`src/rtl/fetch_pkg.sv`:
```
// fetch_pkg: definitions shared by the instruction fetch controller and its FIFO.
//   - state_e          : fetch FSM states (BOOT / RUN / DRAIN / HALTED)
//   - RESET_PC_DEFAULT : default byte address of the first fetch after reset
//   - INST_W, PC_W     : instruction and program counter widths
//   - PC_INC           : byte increment between sequential fetches
//   - align_pc()       : forces a byte address onto a word boundary
package fetch_pkg;

  typedef enum logic [1:0] {
    ST_BOOT   = 2'd0,
    ST_RUN    = 2'd1,
    ST_DRAIN  = 2'd2,
    ST_HALTED = 2'd3
  } state_e;

  localparam int          INST_W           = 32;
  localparam int          PC_W             = 32;
  localparam logic [31:0] RESET_PC_DEFAULT = 32'h0000_0000;
  localparam logic [31:0] PC_INC           = 32'd4;

  // Drop the byte-offset bits so the result is a legal word address.
  function automatic logic [31:0] align_pc(input logic [31:0] pc);
    return {pc[31:2], 2'b00};
  endfunction

endpackage

```
`src/rtl/fetch_fifo.sv`:
```
// fetch_fifo: synchronous DEPTH-entry FIFO holding {pc, instruction} pairs
// returned by the instruction memory, waiting for the decode stage.
//
// Ports
//   i_clk        in   core clock, rising edge
//   i_rst_n      in   asynchronous active-low reset; clears pointers, count and storage
//   i_push       in   write {i_push_pc, i_push_inst} at the tail
//   i_push_pc    in   byte address of the pushed instruction
//   i_push_inst  in   pushed instruction word
//   i_pop        in   drop the head entry
//   i_flush      in   discard all entries (wins over push/pop in the same cycle)
//   o_head_pc    out  pc of the head entry
//   o_head_inst  out  instruction of the head entry
//   o_count      out  number of valid entries
//   o_empty      out  no valid entries
//   o_full       out  DEPTH valid entries
//
// The head outputs are a pointer-selected read of the storage registers, so
// they never depend combinationally on any input of this block.
module fetch_fifo
  import fetch_pkg::*;
#(
  parameter  int DEPTH = 4,
  localparam int AW    = $clog2(DEPTH),
  localparam int CW    = AW + 1
) (
  input  logic              i_clk,
  input  logic              i_rst_n,
  input  logic              i_push,
  input  logic [PC_W-1:0]   i_push_pc,
  input  logic [INST_W-1:0] i_push_inst,
  input  logic              i_pop,
  input  logic              i_flush,
  output logic [PC_W-1:0]   o_head_pc,
  output logic [INST_W-1:0] o_head_inst,
  output logic [CW-1:0]     o_count,
  output logic              o_empty,
  output logic              o_full
);

  localparam logic [AW-1:0] PTR_ONE   = AW'(1);
  localparam logic [CW-1:0] CNT_ONE   = CW'(1);
  localparam logic [CW-1:0] CNT_DEPTH = CW'(DEPTH);

  logic [PC_W-1:0]   r_pc_mem   [DEPTH];
  logic [INST_W-1:0] r_inst_mem [DEPTH];
  logic [AW-1:0]     r_wr_ptr;
  logic [AW-1:0]     r_rd_ptr;
  logic [CW-1:0]     r_count;

  logic w_empty;
  logic w_full;
  logic w_do_push;
  logic w_do_pop;

  assign w_empty   = (r_count == {CW{1'b0}});
  assign w_full    = (r_count == CNT_DEPTH);
  // Guards keep the pointers coherent even if a caller misbehaves.
  assign w_do_push = i_push && !w_full;
  assign w_do_pop  = i_pop && !w_empty;

  // Storage, pointers and occupancy; pointers wrap naturally since DEPTH is a power of two.
  always_ff @(posedge i_clk or negedge i_rst_n) begin
    if (!i_rst_n) begin
      r_wr_ptr <= {AW{1'b0}};
      r_rd_ptr <= {AW{1'b0}};
      r_count  <= {CW{1'b0}};
      for (int i = 0; i < DEPTH; i++) begin
        r_pc_mem[i]   <= {PC_W{1'b0}};
        r_inst_mem[i] <= {INST_W{1'b0}};
      end
    end else if (i_flush) begin
      r_wr_ptr <= {AW{1'b0}};
      r_rd_ptr <= {AW{1'b0}};
      r_count  <= {CW{1'b0}};
    end else begin
      if (w_do_push) begin
        r_pc_mem[r_wr_ptr]   <= i_push_pc;
        r_inst_mem[r_wr_ptr] <= i_push_inst;
        r_wr_ptr             <= r_wr_ptr + PTR_ONE;
      end
      if (w_do_pop) begin
        r_rd_ptr <= r_rd_ptr + PTR_ONE;
      end
      case ({w_do_push, w_do_pop})
        2'b10:   r_count <= r_count + CNT_ONE;
        2'b01:   r_count <= r_count - CNT_ONE;
        default: r_count <= r_count;
      endcase
    end
  end

  assign o_head_pc   = r_pc_mem[r_rd_ptr];
  assign o_head_inst = r_inst_mem[r_rd_ptr];
  assign o_count     = r_count;
  assign o_empty     = w_empty;
  assign o_full      = w_full;

endmodule

```
`src/rtl/fetch_ctrl.sv`:
```
// fetch_ctrl: instruction fetch controller. Owns the program counter, issues
// word reads to a fixed-latency-1 synchronous instruction memory, buffers the
// returned words in fetch_fifo and hands them to decode over valid/ready.
// Handles redirects (branch/jump) with a flush and halt requests with a drain.
//
// Ports
//   i_clk             in   core clock, rising edge
//   i_rst_n           in   asynchronous active-low reset
//   o_imem_req        out  read request this cycle
//   o_imem_addr       out  word-aligned byte address of the request (the pc)
//   i_imem_rdata      in   read data, valid the cycle after a request
//   i_redirect_valid  in   one-cycle pulse: load i_redirect_pc and flush
//   i_redirect_pc     in   redirect target byte address
//   i_halt_req        in   level: stop issuing fetches while high
//   o_inst_valid      out  FIFO head holds an instruction
//   i_inst_ready      in   decode accepts the head this cycle
//   o_inst_data       out  instruction at the FIFO head
//   o_inst_pc         out  byte address of o_inst_data
//   o_halted          out  FSM is in HALTED
//   o_misalign_err    out  sticky: a redirect target had non-zero low bits
module fetch_ctrl
  import fetch_pkg::*;
#(
  parameter logic [31:0] RESET_PC = RESET_PC_DEFAULT,
  parameter int          DEPTH    = 4
) (
  input  logic              i_clk,
  input  logic              i_rst_n,
  output logic              o_imem_req,
  output logic [PC_W-1:0]   o_imem_addr,
  input  logic [INST_W-1:0] i_imem_rdata,
  input  logic              i_redirect_valid,
  input  logic [PC_W-1:0]   i_redirect_pc,
  input  logic              i_halt_req,
  output logic              o_inst_valid,
  input  logic              i_inst_ready,
  output logic [INST_W-1:0] o_inst_data,
  output logic [PC_W-1:0]   o_inst_pc,
  output logic              o_halted,
  output logic              o_misalign_err
);

  localparam int            CW        = $clog2(DEPTH) + 1;
  localparam logic [CW-1:0] OCC_LIMIT = CW'(DEPTH);

  state_e          r_state;
  logic [PC_W-1:0] r_pc;
  logic            r_epoch;
  logic            r_inflight;
  logic            r_inflight_epoch;
  logic [PC_W-1:0] r_inflight_pc;
  logic            r_misalign;

  logic          w_redirect;
  logic          w_issue;
  logic          w_push;
  logic          w_pop;
  logic          w_room;
  logic [CW-1:0] w_count;
  logic [CW-1:0] w_occ;
  logic          w_empty;
  logic          w_full;

  // A redirect during BOOT is ignored; everywhere else it flushes and reloads the pc.
  assign w_redirect = i_redirect_valid && (r_state != ST_BOOT);

  // Slots already promised: buffered entries plus the outstanding read. A pop in
  // this cycle is deliberately not credited, so the FIFO can never overflow.
  assign w_occ  = w_count + {{(CW-1){1'b0}}, r_inflight};
  assign w_room = !w_full && (w_occ < OCC_LIMIT);

  // No request in the redirect cycle: the pc still holds the old stream.
  assign w_issue = (r_state == ST_RUN) && !i_halt_req && !w_redirect && w_room;

  // The epoch compare drops any response whose request predates the latest
  // redirect; a response landing in the redirect cycle itself is dropped too,
  // because the flush in that cycle wins over the push.
  assign w_push = r_inflight && (r_inflight_epoch == r_epoch) && !w_redirect;

  // A handshake in the redirect cycle still completes: decode owns that word.
  assign w_pop = o_inst_valid && i_inst_ready;

  fetch_fifo #(
    .DEPTH (DEPTH)
  ) u_fifo (
    .i_clk       (i_clk),
    .i_rst_n     (i_rst_n),
    .i_push      (w_push),
    .i_push_pc   (r_inflight_pc),
    .i_push_inst (i_imem_rdata),
    .i_pop       (w_pop),
    .i_flush     (w_redirect),
    .o_head_pc   (o_inst_pc),
    .o_head_inst (o_inst_data),
    .o_count     (w_count),
    .o_empty     (w_empty),
    .o_full      (w_full)
  );

  // FSM, program counter, redirect epoch, outstanding-read tracking and sticky error.
  always_ff @(posedge i_clk or negedge i_rst_n) begin
    if (!i_rst_n) begin
      r_state          <= ST_BOOT;
      r_pc             <= RESET_PC;
      r_epoch          <= 1'b0;
      r_inflight       <= 1'b0;
      r_inflight_epoch <= 1'b0;
      r_inflight_pc    <= {PC_W{1'b0}};
      r_misalign       <= 1'b0;
    end else begin
      r_inflight <= w_issue;
      if (w_issue) begin
        r_inflight_epoch <= r_epoch;
        r_inflight_pc    <= r_pc;
      end else begin
        r_inflight_epoch <= r_inflight_epoch;
        r_inflight_pc    <= r_inflight_pc;
      end

      if (w_redirect) begin
        r_epoch <= ~r_epoch;
        r_pc    <= align_pc(i_redirect_pc);
        if (i_redirect_pc[1:0] != 2'b00) begin
          r_misalign <= 1'b1;
        end else begin
          r_misalign <= r_misalign;
        end
        r_state <= i_halt_req ? ST_HALTED : ST_RUN;
      end else begin
        if (w_issue) begin
          r_pc <= r_pc + PC_INC;
        end else begin
          r_pc <= r_pc;
        end
        case (r_state)
          ST_BOOT: begin
            r_state <= ST_RUN;
          end
          ST_RUN: begin
            if (i_halt_req) begin
              r_state <= ST_DRAIN;
            end else begin
              r_state <= ST_RUN;
            end
          end
          // Wait for the last outstanding read to land before declaring halted.
          ST_DRAIN: begin
            if (!r_inflight) begin
              r_state <= ST_HALTED;
            end else begin
              r_state <= ST_DRAIN;
            end
          end
          ST_HALTED: begin
            if (!i_halt_req) begin
              r_state <= ST_RUN;
            end else begin
              r_state <= ST_HALTED;
            end
          end
          default: begin
            r_state <= ST_BOOT;
          end
        endcase
      end
    end
  end

  assign o_imem_req     = w_issue;
  assign o_imem_addr    = r_pc;
  assign o_inst_valid   = !w_empty;
  assign o_halted       = (r_state == ST_HALTED);
  assign o_misalign_err = r_misalign;

endmodule

```
`config.mk`:
```
export PLATFORM = sky130hd
export DESIGN_NAME = fetch_ctrl
export DESIGN_NICKNAME = d
export VERILOG_FILES = /design/src/rtl/fetch_pkg.sv /design/src/rtl/fetch_fifo.sv /design/src/rtl/fetch_ctrl.sv
export SDC_FILE = /design/constraint.sdc
export NUM_CORES = 1
export LEC_CHECK = 0
export CAP_MARGIN = 20
export CORE_MARGIN = 4
export CORE_UTILIZATION = 45
export DETAILED_ROUTE_END_ITERATION = 16
export MAX_ROUTING_LAYER = met4
export PLACE_DENSITY = 0.71
export SLEW_MARGIN = 30
export SYNTH_ARGS = -nofsm -noshare
export SYNTH_HDL_FRONTEND = slang
export SYNTH_SLANG_ARGS = --single-unit
```
`constraint.sdc`:
```
create_clock -name i_clk -period 3.8 [get_ports i_clk]
set_clock_uncertainty 0.2 [all_clocks]
set_input_delay 0.57 -clock i_clk [delete_from_list [all_inputs] [get_ports i_clk]]
set_output_delay 0.57 -clock i_clk [all_outputs]
set_load 0.005 [all_outputs]
```
==> results.yml <==
pwr:
  p_sw_mw: 2.574
  swShare_pct: 24.95
  seq_power_share_pct: 42.5
  internal_power_mw: 7.741
  p_comb_share_pct: 22.8
  p_leak_nw: 8.175
  clkPwrFrac_pct: 34.7
  power_mw: 10.32
  peakVddDrop_mv: 0.3166
  p_per_area_nw_per_um2: 581.7
global_route:
  grt_use_total_pct: 19.34
  grt_max_degree: 94
  grt_overflow_total: 0
  grt_pass1_wl_um: 52040
  grt_pass1_vias: 9582
  antenna_found_initial: 0
sta:
  setup_viol_count_final: 0
  finalMaxSlewViolations: 0
  fin_crit_ps: 3387
  worst_pin_slew_ps: 738.5
  fin_crit_sh_pct: 89.14
  rsz0062_at_grt: "no"
  hold_violations: 0
  setup_tns_ps: 0
  relSlewSlack_pct: 50.32
  fmax_ghz: 0.2952
synthesis:
  avgSynthCellArea_um2: 14.21
  synth_cells: 1001
  synth_flop_cell: "dfrtp_1"
  yosys_warnings: 0
  ys_async_sr_fraction_pct: 100.0
  syn_area_um2: 14230
  yosysUniqueCellTypes: 55
  yosysSeqAreaShare_pct: 56.45
  synth.most_common_cell: "dfrtp_1"
  synth_edf_count: 0
  ys_top_cells_by_count: "321 x dfrtp_1, 248 x mux2_2, 113 x nand2_1"
  synthTopCellsByArea: "dfrtp_1 56%, mux2_2 20%, mux4_2 9.8%"
  synth-seq-cells: 321
  synth_top_area_share_pct: 56.45
  synth_largest_area_cell: "dfrtp_1"
layout:
  drive_gt1_share_pct: 34.47
  syn_to_final_growth_pct: 24.63
  antennaDiodeCount: 0
  nets: 1253
  fin_util_pct: 57.37
cts:
  cts_tree: "yes"
  clkTransAtPathRegs_ps: 60
  cts_max_level: 2
  clock-root-buffer: "clkbuf_16"
  cts_buffer_depth: 3
  clock_latency_ps: 510
  cts_resized: 0
  clock-sinks: 321
  numCtsBuffers: 36
floorplan:
  die_x_um: 185.8
  fp-row-count: 64
  die_y_um: 185.8
  fp.coreArea_um2: 30910
  die-area_um2: 34530
  initial_core_util_pct: 46.03
  ioPinCount: 169
worst_setup_path:
  reg2reg_slack_ps: 1020
  cp.arrival_ps: 2620
  crit_path_end_kind: "output port"
  critPathLaunchType: "flop"
  crit_required_ps: 3030
  critPathKind: "reg2out"
  critPathMaxFanout: 23
job:
  max-cap-violations: 0
detailed_routing:
  drcViolationCount: 0
  postRouteAntennaNets: 0
  routed_wl_um: 31970
  wl_per_cell_um: 20.02
  via_count: 8944
  detail_route.vias_per_cell: 5.601
  drt_iter0_markers: 524
  first_pass_iters: 5
status:
  outcome: "finished, final reports clean"
placed_design:
  io_buffers: 164
  place_congestion: 0.9023
  hpwl_um: 20770
worst_hold_path:
  min_path_type: "reg2reg"
-- kinds of logic (layout without fill, tap and decap cells) --
group | Yosys count | count (layout) | share of synthesized area, %
DFF | 321 | 321 | 56.45
muxes | 311 | 311 | 29.51
and+or+nand+nor | 200 | 200 | 6.692
buffers and inverters | 73 | 270 | 2.383
AOI/OAI and AO/OA | 68 | 68 | 3.034
xor gates and xnor gates | 20 | 20 | 1.231
adders and majority gates | 7 | 7 | 0.6683
other | 1 | 4 | 0.02636
-- power groups by stage --
stage               Sequential [mW]  Clock (mW)  Combinational (mW)
finish                         4.39        3.58                2.35
floorplan                      4.27           0                1.25
global placement               4.42           0                2.34
detailed placement             4.45           0                2.38
CTS                            4.39        3.67                2.39
global route                   4.47        3.81                2.56
-- critical path, stage by stage (launching register included) --
cell	delay [ps]
dfrtp_4	730
buf_4	320
mux4_2	510
clkdlybuf4s50_1	550
-- placed cells by master (no fill, tap or decap), drive strengths merged, types with 5 or more instances in the layout --
| cell | n |
|---|---|
| dfrtp | 321 |
| mux2 | 248 |
| clkdlybuf4s50 | 163 |
| nand2 | 113 |
| mux4 | 62 |
| clkbuf | 51 |
| buf | 32 |
| o21ai | 26 |
| nor2 | 24 |
| a21oi | 13 |
| nand4 | 13 |
| inv | 12 |
| xnor2 | 12 |
| nor4 | 11 |
| nand3 | 10 |
| xor2 | 8 |
| or4 | 6 |
| nor3 | 6 |
| ha | 6 |
| clkinv | 5 |
-- per-stage QoR --
step | hold slack (ps) | instance area, um^2 | cells | setup slack [ps]
2_1_floorplan | 74.41 | 14240 | 1004 | 1089
3_3_place_gp | 263.9 | 16470 | 1534 | 487.1
3_5_place_dp | 261.6 | 16480 | 1534 | 462.4
4_1_cts | 284.9 | 17730 | 1597 | 347.3
5_1_grt | 293.4 | 17730 | 1597 | 260.4
6_report | 291.8 | 17730 | 1597 | 412.6
-- final cells by class --
cell class | count | area (um^2)
clock buffers | 51 | 1070
flip-flops and latches | 321 | 8038
well taps | 396 | 495.5
multi-input cells | 610 | 5912
inverters | 12 | 45.04
repair buffers | 196 | 2002
fillers | 2492 | 13180
clock inverters | 11 | 171.4
-- metal layers --
metal | GRT usage [%] | share of wire [%] | vias up
li1 | - | - | 4018
met1 | 27.64 | 47 | 4598
met2 | 29.38 | 46 | 286
met3 | 3.615 | 5.8 | 42
met4 | 4.051 | 1.7 | 0
met5 | - | 0 | -
-- what timing repair did --
item,CTS,global route
hold buffers,1,0
buffers inserted,0,0
hold endpoints to repair,76,0
-- final timing paths --
| check | end | start | depth (start not counted) |
|---|---|---|---|
| max | o_inst_pc[29] | u_fifo.r_rd_ptr[0] | 3 |
| min | o_misalign_err | o_misalign_err | 1 |
| max reg2reg | u_fifo.o_count[2] | r_state[0] | 10 |
| min reg2reg | o_misalign_err | o_misalign_err | 1 |
| max in group asynchronous | u_fifo.r_pc_mem[115] | i_rst_n | 3 |
| min in group asynchronous | u_fifo.r_inst_mem[93] | i_rst_n | 2 |
-- flip-flops by register name, indices dropped and copies added, names as in the netlist, 2 cells and up --
signal,count
r_state,2
u_fifo.r_inst_mem,128
u_fifo.r_rd_ptr,2
o_imem_addr,30
u_fifo.r_pc_mem,120
u_fifo.o_count,3
u_fifo.r_wr_ptr,2
r_inflight_pc,30
(Power assumes the default switching activity.)
